--- src/rtl/issue_ctrl.sv ---
// Purpose: dual-lane issue control; stalls ID on c.lw load-use hazards and flushes IF/ID on redirects.
// Latency: control outputs are combinational (same cycle); state and counters update on the next edge.
// Backpressure: holds PC and IF/ID (pc_write/ifid_write low) for LOAD_LAT cycles per load-use hazard.
//
// Ports:
//   clk, rst_n                      clock, synchronous active-low reset
//   id_valid, id_rs*_a/b, id_use*   ID-stage bundle sources and their read enables
//   ex_load_b, ex_rd_b              EX lane B load and its destination
//   ex_jump_a, ex_branch_b          EX redirect sources
//   pc_write, ifid_write            pipeline register update enables
//   idex_bubble, if_flush           NOP insertion into ID/EX, squash of IF/ID
//   state                           RUN=00, STALL=01, FLUSH=10
//   stall_cycles, flush_events      saturating performance counters
module issue_ctrl #(
    parameter int LOAD_LAT = 1
) (
    input  logic        clk,
    input  logic        rst_n,
    input  logic        id_valid,
    input  logic [4:0]  id_rs1_a,
    input  logic [4:0]  id_rs2_a,
    input  logic        id_use1_a,
    input  logic        id_use2_a,
    input  logic [4:0]  id_rs1_b,
    input  logic [4:0]  id_rs2_b,
    input  logic        id_use1_b,
    input  logic        id_use2_b,
    input  logic        ex_load_b,
    input  logic [4:0]  ex_rd_b,
    input  logic        ex_jump_a,
    input  logic        ex_branch_b,
    output logic        pc_write,
    output logic        ifid_write,
    output logic        idex_bubble,
    output logic        if_flush,
    output logic [1:0]  state,
    output logic [15:0] stall_cycles,
    output logic [15:0] flush_events
);

    localparam logic [1:0] S_RUN   = 2'b00;
    localparam logic [1:0] S_STALL = 2'b01;
    localparam logic [1:0] S_FLUSH = 2'b10;

    // The RUN cycle that detects the hazard is the first bubble, so STALL
    // covers the remaining LOAD_LAT-1 cycles: counter starts at LOAD_LAT-2.
    localparam logic [2:0] STALL_INIT = (LOAD_LAT > 1) ? 3'(LOAD_LAT - 2) : 3'd0;

    logic [1:0] state_nxt;
    logic [2:0] stall_cnt;
    logic [2:0] stall_cnt_nxt;
    logic       src_hit;
    logic       hazard;
    logic       redirect;

    // Unused sources never match, and x0 is never a real load destination.
    assign src_hit = (id_use1_a && (id_rs1_a == ex_rd_b)) ||
                     (id_use2_a && (id_rs2_a == ex_rd_b)) ||
                     (id_use1_b && (id_rs1_b == ex_rd_b)) ||
                     (id_use2_b && (id_rs2_b == ex_rd_b));
    assign hazard   = ex_load_b && (ex_rd_b != 5'd0) && id_valid && src_hit;
    assign redirect = ex_jump_a || ex_branch_b;

    // State register, stall counter and performance counters
    always_ff @(posedge clk) begin
        if (!rst_n) begin
            state        <= S_RUN;
            stall_cnt    <= 3'd0;
            stall_cycles <= 16'd0;
            flush_events <= 16'd0;
        end else begin
            state     <= state_nxt;
            stall_cnt <= stall_cnt_nxt;
            if (!ifid_write && (stall_cycles != 16'hFFFF)) begin
                stall_cycles <= stall_cycles + 16'd1;
            end
            if ((state_nxt == S_FLUSH) && (state != S_FLUSH) && (flush_events != 16'hFFFF)) begin
                flush_events <= flush_events + 16'd1;
            end
        end
    end

    // Next-state logic
    always_comb begin
        state_nxt     = S_RUN;
        stall_cnt_nxt = 3'd0;
        case (state)
            S_RUN: begin
                if (redirect) begin
                    state_nxt = S_FLUSH;
                end else if (hazard && (LOAD_LAT > 1)) begin
                    state_nxt     = S_STALL;
                    stall_cnt_nxt = STALL_INIT;
                end
            end
            S_STALL: begin
                if (redirect) begin
                    state_nxt = S_FLUSH;
                end else if (stall_cnt != 3'd0) begin
                    state_nxt     = S_STALL;
                    stall_cnt_nxt = stall_cnt - 3'd1;
                end
            end
            // FLUSH lasts exactly one cycle after the redirect cycle.
            S_FLUSH: state_nxt = S_RUN;
            default: state_nxt = S_RUN;
        endcase
    end

    // Output logic
    always_comb begin
        pc_write    = 1'b1;
        ifid_write  = 1'b1;
        idex_bubble = 1'b0;
        if_flush    = 1'b0;
        if (!rst_n) begin
            pc_write    = 1'b0;
            ifid_write  = 1'b0;
            idex_bubble = 1'b1;
            if_flush    = 1'b1;
        end else begin
            case (state)
                S_STALL: begin
                    // A stall in progress keeps bubbling whether or not the
                    // hazard inputs are still present.
                    idex_bubble = 1'b1;
                    if (redirect) begin
                        if_flush = 1'b1;
                    end else begin
                        pc_write   = 1'b0;
                        ifid_write = 1'b0;
                    end
                end
                S_FLUSH: begin
                    idex_bubble = 1'b1;
                    if_flush    = 1'b1;
                end
                default: begin
                    // RUN, and the unreachable encoding 11
                    if (redirect) begin
                        idex_bubble = 1'b1;
                        if_flush    = 1'b1;
                    end else if (hazard) begin
                        pc_write    = 1'b0;
                        ifid_write  = 1'b0;
                        idex_bubble = 1'b1;
                    end
                end
            endcase
        end
    end

endmodule

--- config.mk ---
export PLATFORM = sky130hd
export DESIGN_NAME = issue_ctrl
export DESIGN_NICKNAME = d
export VERILOG_FILES = /design/src/rtl/issue_ctrl.sv
export SDC_FILE = /design/constraint.sdc
export NUM_CORES = 1
export LEC_CHECK = 0
export ABC_AREA = 1
export BUFFER_PORTS_ARGS = -buffer_cell sky130_fd_sc_hd__buf_2
export CORE_MARGIN = 2
export CORE_UTILIZATION = 25
export CTS_BUF_LIST = sky130_fd_sc_hd__clkbuf_8
export CTS_CLUSTER_SIZE = 24
export DETAILED_ROUTE_END_ITERATION = 6
export PLACE_DENSITY = 0.51
export SETUP_SLACK_MARGIN = 0.05
export SLEW_MARGIN = 20
export SYNTH_ARGS = -nofsm -noshare
export SYNTH_HDL_FRONTEND = slang
export SYNTH_SLANG_ARGS = --single-unit
--- constraint.sdc ---
create_clock -name clk -period 1.95 [get_ports clk]
set_input_delay 0.39 -clock clk [delete_from_list [all_inputs] [get_ports clk]]
set_output_delay 0.39 -clock clk [all_outputs]
set_load 0.005 [all_outputs]
# Word level (Yosys, flattened, before mapping)

Index checks and enable logic that the tools add are counted.
W data, S select, Z words.

Add/sub/neg operators: 3
Eq/ne operators: 10
Multiplexer cells: 15
Bitwise operators: 3
Reductions and logical operators: 20

Operator list:

| operator                | count |
|---|---|
| $add A16 B1 Y16 const B | 2 |
| $ne A16 B16 Y1 const B  | 2 |
| $eq A5 B5 Y1            | 4 |
| $mux W1                 | 11 |
| $logic_and A1 B1 Y1     | 10 |
| $reduce_bool A5 Y1      | 1 |
| $eq A2 B2 Y1 const B    | 2 |
| $logic_or A1 B1 Y1      | 4 |
| $mux W2                 | 2 |
| $pmux W2 S2             | 1 |
| $reduce_or A4 Y1        | 1 |
| $not A1 Y1              | 3 |
| $reduce_bool A3 Y1      | 1 |
| $sub A3 B1 Y3 const B   | 1 |
| $eq A2 B1 Y1 const B    | 1 |
| $logic_not A2 Y1        | 1 |
| $ne A2 B2 Y1 const B    | 1 |
| $pmux W1 S2             | 1 |
| $reduce_or A2 Y1        | 1 |
| $logic_not A1 Y1        | 1 |

Register bits: 37
Bits of input ports: 35
Output and inout port bits: 38
Word-level logic and storage cells: 55

# Logic depth before layout (Yosys ltp)

Gate-level depths: netlist of the first run.

Word-level depth: 12
Mapped depth: 15
Mapped depth without buffers: 14

# Worst setup path after synthesis of the first run

Ideal clock, no wire load.

Path type: input to output
From: input ex_rd_b[0]
To: output pc_write
Arrival: 1.426 ns
Required time: 1.560 ns
Setup slack: 0.134 ns
Stages on the path: 14
Path buffers: 3
Cells stage by stage: buf_4 -> inv_1 -> nand2_1 -> nand2_1 -> nor2_2 -> nand3_1 -> nand2_1 -> inv_1 -> nand2_2 -> nand3_2 -> nand2_4 -> buf_12 -> inv_1 -> buf_4

Cells in the longest elaborated chain, start to end: 10
Elaborated cells on any way between the ends: 19
Those cells by class: eq/ne (4); mux (4); reduce/logical (11)

RTL lines:

| what                                          | line   | text |
|---|---|---|
| from (decl)                                   | 29     | `input logic [4:0] ex_rd_b,` |
| $eq A5 B5 Y1, on equally long branches        | 57, 58 |  |
| $logic_and A1 B1 Y1, on equally long branches | 57, 58 |  |
| $logic_or A1 B1 Y1                            | 57     | `assign src_hit = (id_use1_a && (id_rs1_a == ex_rd_b)) \|\|` |
| $logic_or A1 B1 Y1                            | 58     | `(id_use2_a && (id_rs2_a == ex_rd_b)) \|\|` |
| $logic_or A1 B1 Y1                            | 59     | `(id_use1_b && (id_rs1_b == ex_rd_b)) \|\|` |
| $logic_and A1 B1 Y1 *                         | 61     | `assign hazard = ex_load_b && (ex_rd_b != 5'd0) && id_valid && src_hit;` |
| $mux W1 * (2 in series)                       | --     |  |
| $pmux W1 S2 *                                 | --     |  |
| $mux W1 *                                     | --     |  |
| to (decl)                                     | 32     | `output logic pc_write,` |

Mark *: on every way between the ends. The rest lies on a longest branch, timed or not.

# Worst setup path after layout of the first run

From: input ex_rd_b[3]
To: output idex_bubble

Cells in the longest elaborated chain, start to end: 10
Elaborated cells on any way between the ends: 19
Those cells by class: eq/ne (4); mux (4); reduce/logical (11)

RTL lines:

| what                                          | line   | text |
|---|---|---|
| $eq A5 B5 Y1, on equally long branches        | 57, 58 |  |
| $logic_and A1 B1 Y1, on equally long branches | 57, 58 |  |
| $logic_or A1 B1 Y1                            | 57     |  |
| $logic_or A1 B1 Y1                            | 58     |  |
| $logic_or A1 B1 Y1                            | 59     |  |
| $logic_and A1 B1 Y1 *                         | 61     |  |
| $mux W1 *                                     | 143    | `end else if (hazard) begin` |
| $mux W1 *                                     | 140    | `if (redirect) begin` |
| $mux W1 *                                     | 122    | `case (state)` |
| $mux W1 *                                     | 116    | `if (!rst_n) begin` |
| to (decl)                                     | 34     | `output logic idex_bubble,` |

Marks and branches as above.

==> results of run 1 <==
==> per-layer routing <==
layer / part of all wire [%] / vias to the layer above / GRT usage (%) / wire (um)
li1: - / 1372 / - / -
met4: 0.97 / 0 / 3.33 / 60
met1: 47 / 1075 / 16.3 / 2890
met5: 0 / - / 0 / 0
met2: 46 / 72 / 20.3 / 2820
met3: 6.2 / 6 / 2.83 / 379
==> how the worst max path moves through the flow <==
stage | start | slack (ns) | to | cells after the start
floorplan | ex_rd_b[0] | 0.13 | pc_write | 14
global placement | ex_rd_b[1] | 0.07 | pc_write | 13
detailed placement | ex_rd_b[1] | 0.06 | pc_write | 13
CTS | state[1]$_SDFF_PN0_ | 0.05 | flush_events[14]$_SDFFE_PN0P_ | 11
global route | ex_rd_b[1] | 0.03 | idex_bubble | 11
finish | ex_rd_b[3] | 0.12 | idex_bubble | 8
==> critical path, stage by stage <==
cell and delay (ns):
buf_4 0.13, inv_4 0.07, buf_4 0.10, nand4_1 0.08, o211ai_1 0.17, inv_1 0.08, a211o_2 0.30, buf_6 0.12
==> state kept, by name, summed over array words and instances (netlist names) <==
| name | flops |
|---|---|
| flush_events | 16 |
| stall_cycles | 16 |
| stall_cnt | 3 |
| state | 2 |
==> what timing repair did <==
action	in CTS	in global routing
endpoints found under the setup margin	2	23
pin swaps	0	26
buffers inserted	0	4
resized for setup	3	51
==> layout make-up <==
type | count | area [um2] | share of cell area, %
Multi-Input combinational cell | 281 | 1450 | 45.8
Timing Repair Buffer | 81 | 474 | 15.0
Tap cell | 129 | 161 | 5.11
Inverter | 63 | 246 | 7.81
Sequential cell | 37 | 748 | 23.7
Clock buffer | 5 | 68.8 | 2.18
Clock inverter | 3 | 11.3 | 0.357
==> cells in the mapped netlist (5+ instances only) <==
cell type / n
nor2_1: 66
ha_1: 7
nand2_1: 113
nand3_1: 26
a21oi_2: 7
o21ai_0: 10
dfxtp_1: 37
inv_2: 5
inv_1: 57
a21oi_1: 20
nor3_1: 6
==> per-stage QoR <==
stage	cell area (um2)	setup slack [ns]	hold WS (ns)
final	3160	0.116	0.413
after detailed placement	2880	0.0632	0.406
after floorplan	2380	0.134	0.392
after global placement	2880	0.0707	0.403
after CTS	2980	0.0506	0.416
after global routing	3160	0.0320	0.430
==> cells in the final DEF (no fill, tap or decap), drive strengths merged <==
cell | netlist | final
nor3 | 7 | 7
nand3b | 1 | 1
clkbuf | 0 | 5
a21oi | 27 | 27
nor3b | 1 | 1
buf | 8 | 81
o21ai | 10 | 10
dfxtp | 37 | 37
o211ai | 1 | 1
nor4 | 2 | 2
or2 | 2 | 2
clkinv | 1 | 1
nand3 | 29 | 29
a211oi | 1 | 1
ha | 7 | 7
a221oi | 1 | 1
nand4 | 3 | 3
xnor2 | 1 | 1
nand2 | 116 | 116
inv | 62 | 65
nor2 | 69 | 69
xor2 | 2 | 2
a211o | 1 | 1
==> logic make-up (layout without fill, tap and decap cells) <==
kind of cell,count (synthesis),in the layout
adder cells (fa/ha/maj),7,7
XOR/XNOR,3,3
buffers and inverters,71,152
AND/OR/NAND/NOR,230,230
AO/OA/AOI/OAI,41,41
flip-flops,37,37
==> where the power goes <==
| group | total (mW) | internal [mW] | switching (mW) |
|---|---|---|---|
| Sequential | 0.779 | 0.767 | 0.0122 |
| Combinational | 0.276 | 0.120 | 0.156 |
| Clock | 0.505 | 0.238 | 0.267 |
==> reports/results.tsv, run 1 <==
metric	value	unit
run status	finished clean	
mux contribution to synthesized area	0	%
crit path max fanout	5	
total track usage	12.4	%
compound-gate portion of the synthesized area	10.3	%
crit end category	output pin	
post-synthesis cell area	2380	um2
Antenna Cells	0	
ys async rst share	0	%
Max-Cap Viols	0	
first-pass GRT wire length	10400	um
R2R Path Start	stall_cycles[0]$_SDFFE_PN0P_	
final setup TNS	0	ns
synthesized net count	431	
Root Buffer	clkbuf_8	
Post-Syn Area per Cell	6.13	um2
Reg2Reg Setup Slack	0.23	ns
Die Wd	102	um
Die Y	102	um
fill cell total of the finished layout	1025	
fin. max-slew vios	0	
Vias/cell	4.22	
vias in the first global route	2261	
initial core utilization	25.8	%
Non-Filler Instances	599	
Antenna Nets Post-Route	0	
Pre-antenna DRT Iters	4	
Synthesis Warnings	0	
Core Util, Final	34.2	%
hold buffers post-CTS	0	
worst r2r path cells	11	
Placer Congestion	0.789	
sequential-to-total area share from yosys stat	31.1	%
critical path startpoint category	input pin	
Core Area	9240	um2
WHS Path Cells	1	
Hold Vio Cnt, Final	0	
Crit Path Category	input pin to output pin	
routed wire length	6160	um
Worst Min Path Start	stall_cnt[0]$_SDFF_PP0_	
clk sink count	37	
Req. time, crit path	1.56	ns
CTS buffer count	5	
dpl hpwl	4760	um
Area Overhead vs Synth	32.5	%
GR Overflow Total	0	
dominant synthesized flop cell	dfxtp_1	
total power	1.56	mW
CP arrival	1.44	ns
xor and xnor area share after synthesis	1.10	%
fin crit share	94.1	%
Layout Nets	511	
Synth Area in Simple Gates	40.8	%
FF-to-FF End	stall_cycles[13]$_SDFFE_PN0P_	
routed len/inst	10.3	um
CTS tree	done	
CTS H-Tree Depth	2	
Slew HR	72.0	%
Iteration-0 DRC Markers	92	
RSZ-0062 raised after global routing	false	
Clock Latency Late Sink	0.28	ns
pwr dens	494	nW/um2
ratio of cells with drive above 1 in the final layout	30.2	%
placed cells	587	
Worst Hold End	stall_cnt[0]$_SDFF_PP0_	
most area-consuming cells after synthesis	dfxtp_1 31%, nand2_1 18%, nor2_1 10%, inv_1 9.0%, nand3_1 5.5%	
Tmin final	1.83	ns
combinational family with the most area after synthesis	simple AND/OR/NAND/NOR gates	
# DRC	0	
Yosys top cell area share	31.1	%
Least-Margin Pin Slew	0.417	ns
clk buf depth	2	
Row Count	35	
Clock Pin Slew Worst Setup and Hold Paths	0.07	ns
Post-synth EDFFs	0	
Worst VDD drop	0.000176	V
clock skew	0.00364	ns
Leak	1.56	nW
largest area contributor in the netlist	dfxtp_1	
adder-cell share of the synthesized area	3.67	%
FF+latch count, synth	37	
initial antenna violation count	0	
Buffers on Ports	72	
hold crit path type	flip-flop to flip-flop	
largest net degree at the start of global routing	32	
Ports	73	
Syn Inst Count	389	
Setup-failing EPs final	0	
die area	10300	um2
Vias	2525	
Netlist cell types	34	
Max Clock Freq	545	MHz
Note: power is estimated with default switching activity, not from simulation.
==> inputs of run 2 (changes only) <==
--- a/config.mk
+++ b/config.mk
@@ -7,13 +7,14 @@
 export LEC_CHECK = 0
 export ABC_AREA = 1
 export BUFFER_PORTS_ARGS = -buffer_cell sky130_fd_sc_hd__buf_2
+export CAP_MARGIN = 15
 export CORE_MARGIN = 2
 export CORE_UTILIZATION = 25
 export CTS_BUF_LIST = sky130_fd_sc_hd__clkbuf_8
 export CTS_CLUSTER_SIZE = 24
 export DETAILED_ROUTE_END_ITERATION = 6
 export PLACE_DENSITY = 0.51
-export SETUP_SLACK_MARGIN = 0.05
+export SETUP_SLACK_MARGIN = 0.15
 export SLEW_MARGIN = 20
 export SYNTH_ARGS = -nofsm -noshare
 export SYNTH_HDL_FRONTEND = slang
==> reports/results.tsv, run 2 (synthesized netlist as in run 1, its figures left out) <==
metric	value	unit	change
Req. time, crit path	1.56	ns	about the same
top flop regs	flush_events (16), stall_cycles (16), stall_cnt (3)		unchanged
crit path max-delay cell type	a211o_4		was a211o_2
GR Overflow Total	0		unchanged
CTS tree	done		unchanged
Clock Pin Slew Worst Setup and Hold Paths	0.07	ns	about the same
Core Area	9240	um2	unchanged
Pre-antenna DRT Iters	4		unchanged
RSZ-0062 raised after global routing	true		was false
CP arrival	1.41	ns	was 1.44 ns
Die Y	102	um	unchanged
Iteration-0 DRC Markers	47		was 92
Max-Cap Viols	0		unchanged
fin crit share	92.2	%	was 94.1%
placed cells	587		unchanged
die area	10300	um2	unchanged
Core Util, Final	34.8	%	was 34.2%
worst r2r path cells	12		was 11
routed wire length	6030	um	was 6160 um
worst path cell trace	buf_8, inv_8, nand4_1, o211ai_1, inv_1, a211o_4, buf_6		was buf_4, inv_4, buf_4, nand4_1, o211ai_1, inv_1, a211o_2, buf_6
Leak	1.58	nW	was 1.56 nW
largest net degree at the start of global routing	28		was 32
Vias	2547		was 2525
initial antenna violation count	0		unchanged
Layout Nets	513		was 511
Worst Min Path Start	stall_cnt[0]$_SDFF_PP0_		unchanged
FF-to-FF End	stall_cycles[6]$_SDFFE_PN0P_		was stall_cycles[13]$_SDFFE_PN0P_
R2R Path Start	state[0]$_SDFF_PN0_		was stall_cycles[0]$_SDFFE_PN0P_
hold buffers post-CTS	0		unchanged
clk sink count	37		unchanged
ratio of cells with drive above 1 in the final layout	31.2	%	was 30.2%
Hold Vio Cnt, Final	0		unchanged
most frequent cells in the layout	108 x nand2_1, 64 x buf_2, 61 x nor2_1		was 105 x nand2_1, 66 x buf_2, 56 x inv_1, 56 x nor2_1, 33 x dfxtp_1
clock skew	0.00646	ns	was 0.00364 ns
Crit Path Category	input pin to output pin		unchanged
Ports	73		unchanged
Antenna Cells	0		unchanged
fin. max-slew vios	0		unchanged
Placer Congestion	0.793		was 0.789
Vias/cell	4.25		was 4.22
# DRC	0		unchanged
clk buf depth	2		unchanged
Buffers on Ports	72		unchanged
Setup-failing EPs final	0		unchanged
first-pass GRT wire length	10300	um	was 10400 um
CTS buffer count	5		unchanged
Slew HR	70.4	%	was 72.0%
hold slack final	0.416	ns	was 0.413 ns
fill cell total of the finished layout	1014		was 1025
critical path startpoint category	input pin		unchanged
dpl hpwl	4740	um	was 4760 um
Die Wd	102	um	unchanged
Worst VDD drop	0.000249	V	was 0.000176 V
Non-Filler Instances	600		was 599
routed len/inst	10.1	um	was 10.3 um
crit path max fanout	6		was 5
crit-path max cell delay	0.34	ns	was 0.30 ns
Tmin final	1.80	ns	was 1.83 ns
Clock Latency Late Sink	0.28	ns	about the same
WHS Path Cells	1		unchanged
Area Overhead vs Synth	35.1	%	was 32.5%
total track usage	12.1	%	was 12.4%
vias in the first global route	2432		was 2261
pwr dens	497	nW/um2	was 494 nW/um2
Row Count	35		unchanged
most common cell after layout, fill and taps aside	nand2_1		unchanged
Worst Hold End	stall_cnt[0]$_SDFF_PP0_		unchanged
crit end category	output pin		unchanged
Antenna Nets Post-Route	0		unchanged
initial core utilization	25.8	%	unchanged
run status	finished clean		unchanged
Reg2Reg Setup Slack	0.26	ns	was 0.23 ns
Least-Margin Pin Slew	0.439	ns	was 0.417 ns
Root Buffer	clkbuf_8		unchanged
final setup TNS	0	ns	unchanged
Max Clock Freq	556	MHz	was 545 MHz
CTS H-Tree Depth	2		unchanged
hold crit path type	flip-flop to flip-flop		unchanged
==> run 2: cell count changes in the layout (fill, tap and decap cells not counted), sizes merged <==
cell	before	now
buf	81	83
clkbuf	5	6
clkinv	1	0
clkinvlp	0	1
inv	65	63
==> run 2: worst max path at each step <==
| stage | start | end | slack [ns] | cells past startpoint |
|---|---|---|---|---|
| 2_1_floorplan | ex_rd_b[0] | pc_write | 0.15 | 14 |
| 3_3_place_gp | ex_branch_b | flush_events[14]$_SDFFE_PN0P_ | 0.04 | 11 |
| 3_5_place_dp | ex_branch_b | flush_events[14]$_SDFFE_PN0P_ | 0.06 | 11 |
| 4_1_cts | state[1]$_SDFF_PN0_ | flush_events[14]$_SDFFE_PN0P_ | 0.14 | 11 |
| 5_1_grt | ex_rd_b[2] | idex_bubble | 0.07 | 7 |
| 6_report | ex_rd_b[2] | idex_bubble | 0.15 | 7 |
==> run 2: through the flow <==
step	cell area (um2)	setup WS [ns]	total power, mW
after floorplan	2380	0.154	0.951
after global placement	2870	0.0447	1.03
after detailed placement	2870	0.0594	1.03
after CTS	3080	0.144	1.61
after global routing	3220	0.0670	1.70
final	3220	0.152	1.60
==> run 2: layout make-up <==
class | count | area, um2 | area share, %
clock buffer | 6 | 82.6 | 2.57
clock inverter | 1 | 3.75 | 0.117
inverter | 63 | 260 | 8.08
multi-input combinational | 281 | 1460 | 45.2
sequential | 37 | 752 | 23.4
tap | 129 | 161 | 5.01
timing repair buffer | 83 | 504 | 15.7
==> run 2: where the power goes <==
group          switching, mW  internal [mW]
Combinational          0.154          0.126
Sequential            0.0137          0.768
Clock                  0.263          0.275
==> run 2: worst max-delay path, delay by kind of cell <==
family | cells | cell delay (ns)
AO/OA/AOI/OAI | 2 | 0.54
buffers and inverters | 4 | 0.38
AND/OR/NAND/NOR | 1 | 0.09
==> run 2: what timing repair did <==
item,CTS,global route
resized for setup,36,30
buffers inserted,2,4
setup endpoints to repair,7,26
pin swaps,16,10
gates cloned,0,0
==> run 2: routing by layer <==
metal  track usage (%)  wire length, um
met5                 0                0
met4              3.43               74
met1              15.2             2850
met2              20.7             2720
met3              2.83              393
